`src/rtl/peripheral_apb4_initiator.sv`:
```
// APB4 initiator: turns single-beat valid/ready commands into APB transfers
// and returns one response per command, with an optional PREADY timeout.
module peripheral_apb4_initiator #(
  parameter int PADDR_SIZE = 4,
  parameter int PDATA_SIZE = 8,
  parameter int TIMEOUT    = 16
) (
  input  logic                    PCLK,
  input  logic                    PRESETn,
  input  logic                    cmd_valid,
  output logic                    cmd_ready,
  input  logic                    cmd_write,
  input  logic [PADDR_SIZE-1:0]   cmd_addr,
  input  logic [PDATA_SIZE-1:0]   cmd_wdata,
  input  logic [PDATA_SIZE/8-1:0] cmd_strb,
  output logic                    rsp_valid,
  input  logic                    rsp_ready,
  output logic [PDATA_SIZE-1:0]   rsp_rdata,
  output logic                    rsp_err,
  output logic                    rsp_timeout,
  output logic                    PSEL,
  output logic                    PENABLE,
  output logic                    PWRITE,
  output logic [PADDR_SIZE-1:0]   PADDR,
  output logic [PDATA_SIZE-1:0]   PWDATA,
  output logic [PDATA_SIZE/8-1:0] PSTRB,
  input  logic [PDATA_SIZE-1:0]   PRDATA,
  input  logic                    PREADY,
  input  logic                    PSLVERR
);

  localparam int STRB_SIZE = PDATA_SIZE / 8;
  localparam int CNT_SIZE  = (TIMEOUT > 0) ? $clog2(TIMEOUT + 1) : 1;
  localparam logic [CNT_SIZE-1:0] CNT_MAX   = '1;
  localparam logic [CNT_SIZE-1:0] CNT_LIMIT = CNT_SIZE'(TIMEOUT);

  typedef enum logic [1:0] {IDLE, SETUP, ACCESS, RESP} state_t;

  state_t                  state_q, state_d;
  logic [CNT_SIZE-1:0]     cnt_q, cnt_d, cnt_inc;
  logic                    psel_d, penable_d, pwrite_d;
  logic [PADDR_SIZE-1:0]   paddr_d;
  logic [PDATA_SIZE-1:0]   pwdata_d, rsp_rdata_d;
  logic [STRB_SIZE-1:0]    pstrb_d;
  logic                    rsp_valid_d, rsp_err_d, rsp_timeout_d;

  assign cmd_ready = (state_q == IDLE);
  assign cnt_inc   = (cnt_q == CNT_MAX) ? cnt_q : cnt_q + CNT_SIZE'(1);

  // Next-state logic also computes the next value of every registered output,
  // so the bus and response ports never glitch.
  always_comb begin
    state_d       = state_q;
    cnt_d         = cnt_q;
    psel_d        = PSEL;
    penable_d     = PENABLE;
    pwrite_d      = PWRITE;
    paddr_d       = PADDR;
    pwdata_d      = PWDATA;
    pstrb_d       = PSTRB;
    rsp_valid_d   = rsp_valid;
    rsp_rdata_d   = rsp_rdata;
    rsp_err_d     = rsp_err;
    rsp_timeout_d = rsp_timeout;
    case (state_q)
      IDLE: begin
        if (cmd_valid) begin
          state_d   = SETUP;
          cnt_d     = '0;
          psel_d    = 1'b1;
          penable_d = 1'b0;
          pwrite_d  = cmd_write;
          paddr_d   = cmd_addr;
          pwdata_d  = cmd_write ? cmd_wdata : '0;
          pstrb_d   = cmd_write ? cmd_strb : '0;
        end
      end
      SETUP: begin
        state_d   = ACCESS;
        penable_d = 1'b1;
      end
      ACCESS: begin
        if (PREADY) begin
          state_d       = RESP;
          psel_d        = 1'b0;
          penable_d     = 1'b0;
          rsp_valid_d   = 1'b1;
          rsp_rdata_d   = PWRITE ? '0 : PRDATA;
          rsp_err_d     = PSLVERR;
          rsp_timeout_d = 1'b0;
        end else begin
          cnt_d = cnt_inc;
          // A completing PREADY takes priority over reaching the limit.
          if ((TIMEOUT != 0) && (cnt_inc == CNT_LIMIT)) begin
            state_d       = RESP;
            psel_d        = 1'b0;
            penable_d     = 1'b0;
            rsp_valid_d   = 1'b1;
            rsp_rdata_d   = '0;
            rsp_err_d     = 1'b1;
            rsp_timeout_d = 1'b1;
          end
        end
      end
      RESP: begin
        if (rsp_ready) begin
          state_d     = IDLE;
          rsp_valid_d = 1'b0;
        end
      end
      default: state_d = IDLE;
    endcase
  end

  always_ff @(posedge PCLK or negedge PRESETn) begin
    if (!PRESETn) begin
      state_q     <= IDLE;
      cnt_q       <= '0;
      PSEL        <= 1'b0;
      PENABLE     <= 1'b0;
      PWRITE      <= 1'b0;
      PADDR       <= '0;
      PWDATA      <= '0;
      PSTRB       <= '0;
      rsp_valid   <= 1'b0;
      rsp_rdata   <= '0;
      rsp_err     <= 1'b0;
      rsp_timeout <= 1'b0;
    end else begin
      state_q     <= state_d;
      cnt_q       <= cnt_d;
      PSEL        <= psel_d;
      PENABLE     <= penable_d;
      PWRITE      <= pwrite_d;
      PADDR       <= paddr_d;
      PWDATA      <= pwdata_d;
      PSTRB       <= pstrb_d;
      rsp_valid   <= rsp_valid_d;
      rsp_rdata   <= rsp_rdata_d;
      rsp_err     <= rsp_err_d;
      rsp_timeout <= rsp_timeout_d;
    end
  end

endmodule

```
`config.mk`:
```
export PLATFORM = sky130hd
export DESIGN_NAME = peripheral_apb4_initiator
export DESIGN_NICKNAME = d
export VERILOG_FILES = /design/src/rtl/peripheral_apb4_initiator.sv
export SDC_FILE = /design/constraint.sdc
export NUM_CORES = 1
export LEC_CHECK = 0
export ABC_CLOCK_PERIOD_IN_PS = 3950
export BUFFER_PORTS_ARGS = -buffer_cell sky130_fd_sc_hd__buf_2
export CORE_MARGIN = 2
export CORE_UTILIZATION = 53
export DETAILED_ROUTE_END_ITERATION = 7
export HOLD_SLACK_MARGIN = 0.06
export PLACE_DENSITY = 0.86
export SLEW_MARGIN = 10
export SYNTH_ARGS = -nofsm -noshare
export SYNTH_HDL_FRONTEND = slang
export SYNTH_SLANG_ARGS = --single-unit
```
`constraint.sdc`:
```
create_clock -name PCLK -period 3.95 [get_ports PCLK]
set_clock_uncertainty 0.15 [all_clocks]
set_input_delay 0.395 -clock PCLK [delete_from_list [all_inputs] [get_ports PCLK]]
set_output_delay 0.395 -clock PCLK [all_outputs]
set_load 0.02 [all_outputs]
```
## Word-level counts from Yosys, hierarchy flattened

Cells that the tools add are included.
Widths: inputs -> output; s select.

| word-level totals | value |
|---|---|
| register bits after elaboration | 34 |
| input bits | 28 |
| output and inout port bits | 28 |
| logic and storage cells | 60 |

| cells by class | value |
|---|---|
| add/subtract/negate cells | 1 |
| eq/ne operators | 9 |
| muxes and demuxes | 26 |
| reduce and logical (&&, ||, !) cells | 12 |

Operators by type and width:

| operator | number |
|---|---|
| $mux 8 | 4 |
| $mux 5 | 3 |
| $reduce_and 3->1 | 5 |
| $eq 5x5->1 const B | 2 |
| $mux 1 | 10 |
| $pmux 5 s2 | 1 |
| $mux 2 | 4 |
| $pmux 2 s4 | 1 |
| $ne 2x2->1 const B | 3 |
| $reduce_bool 2->1 | 3 |
| $add 5x1->5 const B | 1 |
| $eq 2x2->1 const B | 2 |
| $pmux 1 s2 | 2 |
| $reduce_and 2->1 | 2 |
| $ne 3x3->1 const B | 1 |
| $pmux 1 s3 | 1 |
| $reduce_bool 3->1 | 1 |
| $eq 2x1->1 const B | 1 |
| $logic_not 2->1 | 1 |

## Logic depth before layout (Yosys ltp)

Gate-level depths: netlist of the first run.

| logic depth | value |
|---|---|
| depth in word-level cells | 6 |
| mapped depth | 7 |

## Worst setup path before layout of the first run

Ideal clock, no wire load.

| timing | value |
|---|---|
| kind | register to register |
| start point | register cnt_q[0] |
| end point | register PENABLE |
| library setup time | 0.125 ns |
| arrival time | 1.707 ns |
| setup slack | 1.968 ns |
| stages on the path, launching flop included | 7 |
| path buffers | 0 |
| period minus slack after synthesis | 1.982 ns |
| path through | dfrtp_1 -> ha_1 -> or2_2 -> a21oi_2 -> o21a_4 -> o211ai_2 -> mux2_4 |

| between the ends | value |
|---|---|
| longest elaborated chain between the ends | 5 |

Ends and longest elaborated chain:

| element | line | RTL |
|---|---|---|
| start, declared | 40 | `logic [CNT_SIZE-1:0] cnt_q, cnt_d, cnt_inc;` |
| start signal, assigned | 131 | `cnt_q <= cnt_d;` |
| $add 5x1->5 / $eq 5x5->1 (equally long branches) | 48 | `assign cnt_inc = (cnt_q == CNT_MAX) ? cnt_q : cnt_q + CNT_SIZE'(1);` |
| $mux 5 * | 48 |  |
| $eq 5x5->1 * | 94 | `if ((TIMEOUT != 0) && (cnt_inc == CNT_LIMIT)) begin` |
| $ne 3x3->1 (no source line) * | - |  |
| $reduce_and 3->1 (no source line) * | - |  |
| end signal, assigned | 133 | `PENABLE <= penable_d;` |
| end, declared | 22 | `output logic PENABLE,` |

Mark *: on every way between the ends. The rest lies on a longest branch, timed or not.
A chain may end at the register's enable or synchronous reset.

## Worst setup path in the final report of the first run

| timing | value |
|---|---|
| start point | register state_q[0] |
| end point | register cnt_q[1] |

| between the ends | value |
|---|---|
| longest elaborated chain between the ends | 3 |

Ends and longest elaborated chain:

| element | line | RTL |
|---|---|---|
| start, declared | 39 | `state_t state_q, state_d;` |
| start signal, assigned | 130 | `state_q <= state_d;` |
| $eq 2x2->1 / $logic_not 2->1 (equally long branches) | 65 | `case (state_q)` |
| $ne 2x2->1 (no source line) / $reduce_bool 2->1 (equally long branches) | - |  |
| $reduce_and 3->1 (no source line) | - |  |

Parallel ways exist; a longest one is shown, timed or not.

==> impl_results.md, run 1 <==
* Worst setup SP type: register
* Post-Synth XOR/XNOR Area at 0%
* Global-route wire length before repair at just under 6000 um
* Clock tree buffer depth at 2
* Crit path max fanout at 7
* Slew headroom at ~50%
* Via count at roughly 1,400
* Worst-Margin Slew at roughly 0.74 ns
* Num CTS Buffers at 5
* Synth-to-layout area growth at 23.12%
* Initial DRC count at 40
* Fin crit share at between 50% and 60%
* CP top delay family: simple AND/OR/NAND/NOR gates
* Final hold vios at 0
* Dpl hpwl at about 2700 um
* DRC errors left at 6
* PD cells at 758.3 nW/um2
* Minimum clock period at 2.154 ns
* Die area at between 3000 and 4000 um2
* Initial Util at between 50% and 60%
* Simple-gate share of the synthesized area at 21.71%
* Crit-path max cell delay at around 0.45 ns
* Die height at between 50 and 60 um
* Design Power at 1491 uW
* Syn nets at between 150 and 200
* Largest net degree at the start of global routing at 35
* Gate power share at between 40 and 50%
* Total GRT Usage at between 20 and 25%
* Total congestion overflow at 0
* Antenna Nets Post-Route at 0
* Clk pwr share at 13.3%
* Floorplan row count at 19
* Sink Count at 34
* Clock transition at path regs at approximately 0.10 ns
* Htree depth at 2
* DR WL/cell at 14.19 um
* Filler cell count at about 220
* Post-synthesis area per instance at between 10 and 15 um2
* Vias/cell at between 5 and 6
* WP buf/inv at 1
* Cells after Synth at about 160
* Core ar. at approximately 2800 um2
* Power share of the sequential group at around two fifths
* Fraction of layout cells with a size suffix above 1 at between 30 and 40%
* Commonest non-fill, non-tap cell in the layout: buf_2
* CTS Root Cell: clkbuf_4
* Failing checks: DRC
* Most frequent cells in the layout: buf_2, nand2_1, dfrtp_1
* Final nets at 250
* Leakage at 0.001073 uW
* Sw Share at 43.25%
* Max Cap Violations at 0
* Worst-Skew Late Latency at approximately 0.33 ns
* Share of Yosys cell area claimed by the top area cell type at between 50 and 60%
* Setup bufs post-CTS at 0
* Pre-antenna DRT Iters at 6
* Hold_buf cts at 1
* Critical path capture point type: register
* Data arrival, critical path at between 2 and 2.5 ns
* Unique cell type count in the Yosys netlist at 30
* Yosys warns at 0
* Routability congestion estimate at just under 0.8
* CP cell instances: inv_1 -> ha_1 -> nor2_1 -> nor3b_1 -> o21ai_0 -> a32o_1
* Diode count at 0
* Setup TNS at 0 ns
* Crit Path Category: reg2reg
* Final WL at roughly 3500 um
* Register area share after synthesis at between 50% and 60%
* Mux cell area share after synthesis at 3.370%
* I/O Pins at 56
* Main combinational cell family by area after synthesis: simple AND/OR/NAND/NOR gates
* Maximum clock frequency at around 460 MHz
* Hold Path Class: in2reg
* CTS tree: built
* Synth area leaders: dfrtp_1, nand2_1, a22o_1
* Initial antenna violation count at 0
* Synth Register Bits at 34
* Compound-Gate Fraction of Synth Area at 15.36%
* Required @ worst endpoint at ~4.0 ns
* Pint at 845.9 uW
* Final setup viols at 0
* Status: complete, but fails checks
* VDD IR max at around 0.00054 V
* Post-Synth Adder-Cell Area at a little under 4%
* RSZ-0062 raised after global routing: false
* I/O Buffers at between 50 and 60
* Cell taking the most area after synthesis: dfrtp_1
* Area of the mapped netlist at about 1600 um2
* P_sw at around 640 uW
* Die Wd at around 60 um
* Resize count post-CTS at 0
* Vias in the first global route at approximately 1,400
* Critical path's slowest cell: nor3b_1
* Fin. max-slew vios at 0
[sequential cells by signal, summed over array words and instances (netlist names)]
| register | cells |
|---|---|
| rsp_timeout | 1 |
| rsp_rdata | 8 |
| state_q | 2 |
| rsp_err | 1 |
| rsp_valid | 1 |
| PSTRB | 1 |
| PENABLE | 1 |
| cnt_q | 5 |
| PADDR | 4 |
| PWRITE | 1 |
| PSEL | 1 |
| PWDATA | 8 |
[synth_stat cells, drive strengths merged]
cell / instances
ha: 5
or2: 1
nand2b: 7
nor2b: 1
nor3b: 1
inv: 6
dfrtp: 34
clkbuf: 4
nand3b: 1
mux2i: 2
nand4: 1
o21bai: 1
a22oi: 1
o21a: 1
or2b: 1
o21ai: 9
a22o: 10
nor2: 7
nand3: 11
o211ai: 2
mux2: 2
and2: 1
a21oi: 5
a32o: 1
nand2: 42
o22ai: 1
[logic make-up after synthesis]
group | count (synthesis)
AO/OA/AOI/OAI | 31
adder cells (fa/ha/maj) | 5
buffers and inverters | 10
flip-flops | 34
multiplexers | 4
AND/OR/NAND/NOR | 74
[worst register-to-register path: cells and delay by family, from the launching register on]
kind | cells | cell delay (ns)
DFF | 1 | 0.42
AOI/OAI and AO/OA | 2 | 0.46
and+or+nand+nor | 2 | 0.57
buffers and inverters | 1 | 0.12
adders and majority gates | 1 | 0.32
[per-stage QoR]
stage / std cells / hold WS, ns / util [%] / worst slack, ns / cell area [um2]
6_report: 249 / 0.1031 / 70.07 / 1.796 / 1966
5_1_grt: 249 / 0.1080 / 70.07 / 1.679 / 1966
4_1_cts: 249 / 0.08821 / 70.07 / 1.774 / 1966
3_5_place_dp: 240 / 0.3074 / 67.57 / 1.812 / 1896
3_3_place_gp: 240 / 0.2955 / 67.57 / 1.933 / 1896
2_1_floorplan: 158 / -0.05059 / - / 1.968 / 1597
[routing by layer]
metal | global-route usage [%] | vias to the layer above | wire (um)
met4 | 6.494 | 0 | 43
met2 | 37.78 | 53 | 1701
met5 | 0 | - | 0
li1 | - | 655 | -
met1 | 28.76 | 656 | 1541
met3 | 6.593 | 6 | 248
[final cells by class]
class                           instances  area, um2  area share [%]
Clock buffer                            7      55.05           2.801
Clock inverter                          1      5.005          0.2546
Inverter                                6      22.52           1.146
Multi-Input combinational cell        114      708.2           36.03
Sequential cell                        34      850.8           43.28
Tap cell                               31      38.79           1.973
Timing Repair Buffer                   56      285.3           14.51
[power groups by stage]
stage,Combinational (uW),Clock [uW],Sequential (uW)
final,720,198,572
after global routing,786,222,590
after CTS,727,204,571
after detailed placement,722,0,577
after global placement,690,0,567
after floorplan,347,0,718
[final timing paths]
check / from / to / slack, ns / cells after the start
worst max-delay path: state_q[0] / cnt_q[1] / 1.80 / 6
worst min-delay path: cmd_addr[1] / PADDR[1] / 0.10 / 3
worst max register to register: state_q[0] / cnt_q[1] / 1.80 / 6
worst min register to register: PWDATA[4] / PWDATA[4] / 0.33 / 2
max in group asynchronous: PRESETn / PADDR[1] / 2.68 / 2
min in group asynchronous: PRESETn / rsp_rdata[6] / 0.51 / 2
Note: power is estimated with default switching activity, not from simulation.
==> inputs of run 2 (changes only) <==
--- a/config.mk
+++ b/config.mk
@@ -5,13 +5,13 @@
 export SDC_FILE = /design/constraint.sdc
 export NUM_CORES = 1
 export LEC_CHECK = 0
-export ABC_CLOCK_PERIOD_IN_PS = 3950
+export ABC_CLOCK_PERIOD_IN_PS = 2100
 export BUFFER_PORTS_ARGS = -buffer_cell sky130_fd_sc_hd__buf_2
 export CORE_MARGIN = 2
-export CORE_UTILIZATION = 53
+export CORE_UTILIZATION = 49
 export DETAILED_ROUTE_END_ITERATION = 7
 export HOLD_SLACK_MARGIN = 0.06
-export PLACE_DENSITY = 0.86
+export PLACE_DENSITY = 0.81
 export SLEW_MARGIN = 10
 export SYNTH_ARGS = -nofsm -noshare
 export SYNTH_HDL_FRONTEND = slang
==> constraint.sdc (replaced) <==
create_clock -name PCLK -period 2.1 [get_ports PCLK]
set_clock_uncertainty 0.15 [all_clocks]
set_input_delay 0.21 -clock PCLK [delete_from_list [all_inputs] [get_ports PCLK]]
set_output_delay 0.21 -clock PCLK [all_outputs]
set_load 0.02 [all_outputs]
==> run 2 against run 1 <==
  * The run now ends clean
  * Fmax rose by 7.1%
  * Clock power increased by 130%
  * Setup slack got worse by 1.7 ns
  * Core utilization is 4.2 points higher
  * Worst hold slack better by 0.18 ns
  * Routed wire length is 13% higher
  * First-iteration DRC count is 65% higher
  * Critical path type unchanged
  * Largest cell class unchanged
==> impl_results.md, run 2 (same netlist as run 1, synthesis figures left out) <==
* Largest net degree at the start of global routing at 35 (unchanged)
* Required @ worst endpoint at 2.17 ns (-1.85 ns)
* Via count at 1,471 (+7.4%)
* Final WL at 3983 um (+13%)
* Clock tree buffer depth at 2 (unchanged)
* Pre-antenna DRT Iters at 4 (-2)
* Most frequent cells in the layout: buf_2, nand2_1, dfrtp_1
* Worst-Skew Late Latency at 0.33 ns (about the same)
* I/O Pins at 56 (unchanged)
* Clock transition at path regs at 0.10 ns (about the same)
* Dpl hpwl at 2535 um (-5.5%)
* Crit path launch: cnt_q[0]
* Sink Count at 34 (unchanged)
* Antenna Nets Post-Route at 0 (unchanged)
* Finished layout cell area at 2285 um2 (+16%)
* Filler cell count at 216 (+0.47%)
* Commonest non-fill, non-tap cell in the layout: buf_2
* Max Cap Violations at 0 (unchanged)
* Global-route wire length before repair at 6223 um (+4.9%)
* Floorplan row count at 20 (+1)
* Hold Path Class: in2reg
* Worst R2R End: PENABLE
* RSZ-0062 raised after global routing: false
* Register area at 850.8 um2 (unchanged)
* Synth-to-layout area growth at 43.10%
* Reg2reg start: cnt_q[0]
* Placed insts at 258 (+7.5%)
* DR WL/cell at 13.64 um (-3.9%)
* Routability congestion estimate at 0.8690 (+10%)
* Fraction of layout cells with a size suffix above 1 at 31.05% (-2.4 points)
* I/O Buffers at 55 (unchanged)
* Vias/cell at 5.038 (-8.4%)
* Total GRT Usage at 23.47% (+0.80 points)
* Final setup viols at 0 (unchanged)
* Worst setup SP type: register
* Die height at 61.08 um (+3.7%)
* Final hold vios at 0 (unchanged)
* Core ar. at 3078 um2 (+9.7%)
* Die area at 3731 um2 (+7.6%)
* Num CTS Buffers at 5 (unchanged)
* Fin. max-slew vios at 0 (unchanged)
* Worst-Margin Slew at 0.7216 ns (-0.01583 ns)
* VDD IR max at 0.0009711 V (+81%)
* Maximum clock frequency at 497.3 MHz (+7.1%)
* Vias in the first global route at 1,460 (+7.4%)
* Fin cells at 292 (+17%)
* Initial Util at 51.87% (-5.0 points)
* Crit path max fanout at 6 (-1)
* DRC errors left at 0 (-6)
* Initial antenna violation count at 0 (unchanged)
* Die Wd at 61.08 um (+3.7%)
* Minimum clock period at 2.011 ns (-0.1434 ns)
* Initial DRC count at 66 (+65%)
* Status: completed
* Crit Path Category: reg2reg
* CP Capture Point: PENABLE
* R2R depth at 6 (unchanged)
* CTS Root Cell: clkbuf_4
* Htree depth at 2 (unchanged)
* Leakage at 0.001207 uW (+13%)
* Slew headroom at 51.90% (+1.1 points)
* Final nets at 280 (+12%)
* Setup TNS at 0 ns (unchanged)
* Fin crit share at 95.75% (+41 points)
* Total congestion overflow at 0 (unchanged)
* FF-to-FF setup slack at 0.09 ns (-1.71 ns)
* Critical path capture point type: register
* Multi-input logic area at 708.2 um2 (unchanged)
* Data arrival, critical path at 2.08 ns (-0.15 ns)
* PD cells at 1310 nW/um2 (+73%)
* Leading registers by flop count: PWDATA x8, rsp_rdata x8, cnt_q x5
* Diode count at 0 (unchanged)
* CTS tree: built
* Area of placed instances at 1949 um2 (+2.8%)
* Resize count post-CTS at 0 (unchanged)
run 2: metal layers:
metal / track usage [%] / share of wire, %
met2: 41.79 / 51
met4: 9.938 / 2.2
met1: 25.82 / 42
met5: 0 / 0
met3: 7.143 / 5.1
run 2: what timing repair did:
item / CTS / global route
endpoints found under the hold margin: 59 / 0
setup buffers: 0 / 0
hold buffers: 26 / 0
run 2: cell type report:
cell class,count,area share [%]
tap,44,2.410
multi-input combinational,114,31.00
timing repair buffer,86,25.08
clock inverter,1,1.314
sequential,34,37.24
clock buffer,7,1.972
inverter,6,0.9858
run 2: metrics by stage:
step / hold WS (ns) / setup WS (ns) / utilization (%) / power, uW
detailed placement: 0.1655 / 0.09693 / 63.33 / 2496
floorplan: -0.2356 / 0.1181 / - / 2004
global placement: 0.1701 / 0.1319 / 63.33 / 2451
global route: 0.3088 / 0.004595 / 74.23 / 3204
CTS: 0.2703 / 0.08219 / 74.23 / 3005
finish: 0.2791 / 0.08919 / 74.23 / 2992
run 2: worst min path at each step:
stage	start	to	slack, ns	depth (start not counted)
after CTS	cmd_valid	PSEL	0.27	5
after global placement	PRESETn	cnt_q[1]	0.17	1
after detailed placement	PRESETn	rsp_valid	0.17	1
final	cmd_valid	PSEL	0.28	5
after global routing	cmd_valid	PSEL	0.31	5
after floorplan	PRESETn	PADDR[0]	-0.24	0
run 2: where the power goes:
group / switching [uW] / internal, uW / leakage, uW / total, uW
logic: 866 / 597 / 0.000735 / 1460
clock network: 207 / 252 / 0.0000395 / 459
registers: 155 / 915 / 0.000433 / 1070
total: 1230 / 1760 / 0.00121 / 2990
run 2: worst max-delay path, stage by stage (launching register included):
cell	delay, ns
dfrtp_1	0.39
ha_1	0.28
or2_2	0.31
a21oi_2	0.18
o21a_4	0.20
o211ai_2	0.11
mux2_4	0.30
==> inputs of run 3 (changes only) <==
--- a/config.mk
+++ b/config.mk
@@ -5,6 +5,7 @@
 export SDC_FILE = /design/constraint.sdc
 export NUM_CORES = 1
 export LEC_CHECK = 0
+export ABC_AREA = 1
 export ABC_CLOCK_PERIOD_IN_PS = 2100
 export BUFFER_PORTS_ARGS = -buffer_cell sky130_fd_sc_hd__buf_2
 export CORE_MARGIN = 2
==> run 3 against run 2 <==
  * Critical endpoint is now rsp_rdata[0]
  * Synthesized cell count grew 19%
  * Synthesized area shrank 1.6%
  * Highest routed layer unchanged
  * Sequential power grew 5%
  * First-iteration DRC count grew 48%
  * Critical path type unchanged
  * Sequential share of layout area grew 0.10 points
  * Combinational power shrank 3%
  * Register-to-register slack gained 0.10 ns
  * Largest cell class unchanged
==> impl_results.md, run 3 <==
* Register area share after synthesis at 54.18% (+0.89 points)
* Setup TNS at 0 ns (unchanged)
* Cell taking the most area after synthesis: dfrtp_1
* Clock transition at path regs at 0.11 ns (about the same)
* Worst setup SP type: register
* Htree depth at 2 (unchanged)
* Num CTS Buffers at 5 (unchanged)
* Crit-path max cell delay at 0.44 ns (+0.05 ns)
* Initial DRC count at 98 (+48%)
* CP top delay family: simple AND/OR/NAND/NOR gates
* Design Power at 2924 uW (-2.3%)
* Worst-Margin Slew at 0.7028 ns (-0.01873 ns)
* Die area at 3674 um2 (-1.5%)
* Final WL at 4551 um (+14%)
* Synth Flop Type: dfrtp_1
* Clock tree buffer depth at 2 (unchanged)
* Filler cell count at 220 (+1.9%)
* Max Cap Violations at 0 (unchanged)
* VDD IR max at 0.0007348 V (-24%)
* Post-synthesis area per instance at 8.352 um2 (-17%)
* Required @ worst endpoint at 2.17 ns (about the same)
* Initial Util at 51.43% (-0.44 points)
* Minimum clock period at 1.909 ns (-0.1021 ns)
* Diode count at 0 (unchanged)
* Status: completed
* Crit Path Category: reg2reg
* P_sw at 1349 uW (+9.8%)
* Clk pwr share at 13.4% (-1.9 points)
* Crit path launch: cnt_q[0]
* CTS Root Cell: clkbuf_4
* Vias/cell at 5.034 (about the same)
* Leakage at 0.001241 uW (+2.8%)
* Gate power share at 48.4% (-0.5 points)
* Worst R2R End: rsp_rdata[0]
* Most frequent cells in the layout: nand2_1, buf_2, dfrtp_1
* Sink Count at 34 (unchanged)
* Yosys warns at 0 (unchanged)
* PD cells at 1283 nW/um2 (-2.0%)
* Final nets at 313 (+12%)
* Critical path depth in cells at 9 (+3)
* Core ar. at 3053 um2 (-0.81%)
* Synth Register Bits at 34 (unchanged)
* Setup bufs post-CTS at 0 (unchanged)
* Area of the mapped netlist at 1570 um2 (-1.6%)
* Maximum clock frequency at 523.9 MHz (+5.4%)
* Floorplan row count at 20 (unchanged)
* R2R depth at 9 (+3)
* Hold Path Class: in2reg
* DR WL/cell at 14.00 um (+2.7%)
* Commonest cells post-synth: nand2_1, dfrtp_1, inv_1, o21ai_0, nand3_1
* Total GRT Usage at 27.96% (+4.5 points)
* Worst-Skew Late Latency at 0.35 ns (+0.02 ns)
* Syn nets at 221 (+16%)
* Data arrival, critical path at 1.98 ns (-0.10 ns)
* Antenna Nets Post-Route at 0 (unchanged)
* Sw Share at 46.12% (+5.1 points)
* I/O Pins at 56 (unchanged)
* Die height at 60.61 um (-0.77%)
* Pint at 1576 uW (-11%)
* Via count at 1,636 (+11%)
* Final WS setup at 0.1913 ns (+0.1021 ns)
* Reg2reg start: cnt_q[0]
* Routability congestion estimate at 0.8494 (-2.3%)
* Commonest non-fill, non-tap cell in the layout: nand2_1
* Fin crit share at 90.89% (-4.9 points)
* Slew headroom at 53.14% (+1.2 points)
* Critical path capture point type: register
* FF-to-FF setup slack at 0.19 ns (+0.10 ns)
* Final setup viols at 0 (unchanged)
* CP Capture Point: rsp_rdata[0]
* I/O Buffers at 55 (unchanged)
* Fin. max-slew vios at 0 (unchanged)
* CP cell instances: ha_1 -> nand4_1 -> nand2_1 -> nor2_2 -> nand3_2 -> nand2_2 -> nand2_4 -> nand2_1 -> o21ai_0
* Share of Yosys cell area claimed by the top area cell type at 54.18% (+0.89 points)
* Post-synth EDFFs at 0 (unchanged)
* Post-layout util at 74.63% (+0.40 points)
* Largest net degree at the start of global routing at 35 (unchanged)
* Synth area leaders: dfrtp_1, nand2_1, o21ai_0
* WP buf/inv at 0 (unchanged)
* Final hold vios at 0 (unchanged)
* Power share of the sequential group at 38.2% (+2.4 points)
* Top cell by count, worst path: nand2_1
* Initial antenna violation count at 0 (unchanged)
* Dpl hpwl at 2372 um (-6.4%)
* Pre-antenna DRT Iters at 4 (unchanged)
* RSZ-0062 raised after global routing: false
* Total congestion overflow at 0 (unchanged)
* Fraction of layout cells with a size suffix above 1 at 25.62% (-5.4 points)
* Synth-to-layout area growth at 45.10%
* CTS tree: built
* Post-synth ARST share at 100.0% (unchanged)
* Pre-CTS setup slack at 0.2146 ns (+0.1177 ns)
* Global-route wire length before repair at 7307 um (+17%)
* Crit path max fanout at 13 (+7)
* Most common cell in the netlist: nand2_1
* DRC errors left at 0 (unchanged)
* Leading registers by flop count: PWDATA x8, rsp_rdata x8, cnt_q x5
* Unique cell type count in the Yosys netlist at 20 (-33%)
* Critical path's slowest cell: dfrtp_1
* Vias in the first global route at 1,616 (+11%)
* Cells after Synth at 188 (+19%)
* Die Wd at 60.61 um (-0.77%)
## run 3: cell count changes after synthesis, sizes merged, moves of 4 or more
cell	delta
nand2b	-7
a22o	-10
nand2	+29
o21ai	+15
inv	+16
a21oi	-4
## run 3: logic make-up (layout without fill, tap and decap cells)
family / Yosys count / after routing / synth area share, %
adder cells (fa/ha/maj): 5 / 5 / 3.984
AND/OR/NAND/NOR: 95 / 95 / 25.18
flip-flops: 34 / 34 / 54.18
buffers and inverters: 26 / 119 / 6.693
AO/OA/AOI/OAI: 28 / 28 / 9.960
## run 3: area by class of cell
class | count | area [um2] | share of cell area [%]
well taps | 44 | 55.05 | 2.416
flip-flops and latches | 34 | 850.8 | 37.34
clock buffers | 7 | 55.05 | 2.416
clock inverters | 1 | 5.005 | 0.2197
multi-input cells | 128 | 619.3 | 27.18
repair buffers | 89 | 610.6 | 26.80
inverters | 22 | 82.58 | 3.624
## run 3: metrics by stage
stage,area (um2),cells,hold slack [ns]
4_1_cts,2273,325,0.06010
5_1_grt,2278,325,0.09332
6_report,2278,325,0.07295
3_5_place_dp,1893,285,0.1691
3_3_place_gp,1893,285,0.1617
2_1_floorplan,1570,188,-0.2356
## run 3: tightest hold or removal path, stage by stage
cell	delay, ns
buf_2	0.17
nand2_1	0.08
o21ai_0	0.08
## run 3: per-layer routing
layer | share of wire [%] | wire length (um) | GRT usage (%)
met5 | 0 | 0 | 0
met4 | 2.8 | 129 | 13.04
met3 | 6.3 | 287 | 8.955
met2 | 52 | 2370 | 47.16
met1 | 39 | 1763 | 32.40
## run 3: power by group through the flow
stage / Combinational (uW) / Clock, uW / Sequential [uW]
2_1_floorplan: 585 / 0 / 1390
3_3_place_gp: 1280 / 0 / 1100
3_5_place_dp: 1310 / 0 / 1100
4_1_cts: 1350 / 390 / 1090
5_1_grt: 1560 / 431 / 1140
6_report: 1410 / 393 / 1120
## run 3: repair_timing
action | 4_1_cts | 5_1_grt
endpoints found under the setup margin | 0 | 3
hold buffers | 32 | 0
endpoints found under the hold margin | 57 | 0
gates resized for setup | 0 | 1
## run 3: how the worst min path moves through the flow
stage	from	end	slack, ns	cells after the start
after floorplan	PRESETn	PADDR[0]	-0.24	0
after global placement	PRESETn	cnt_q[4]	0.16	1
after detailed placement	PRESETn	cnt_q[4]	0.17	1
after CTS	cmd_write	PSTRB	0.06	3
after global routing	cmd_write	PSTRB	0.09	3
final	cmd_write	PSTRB	0.07	3
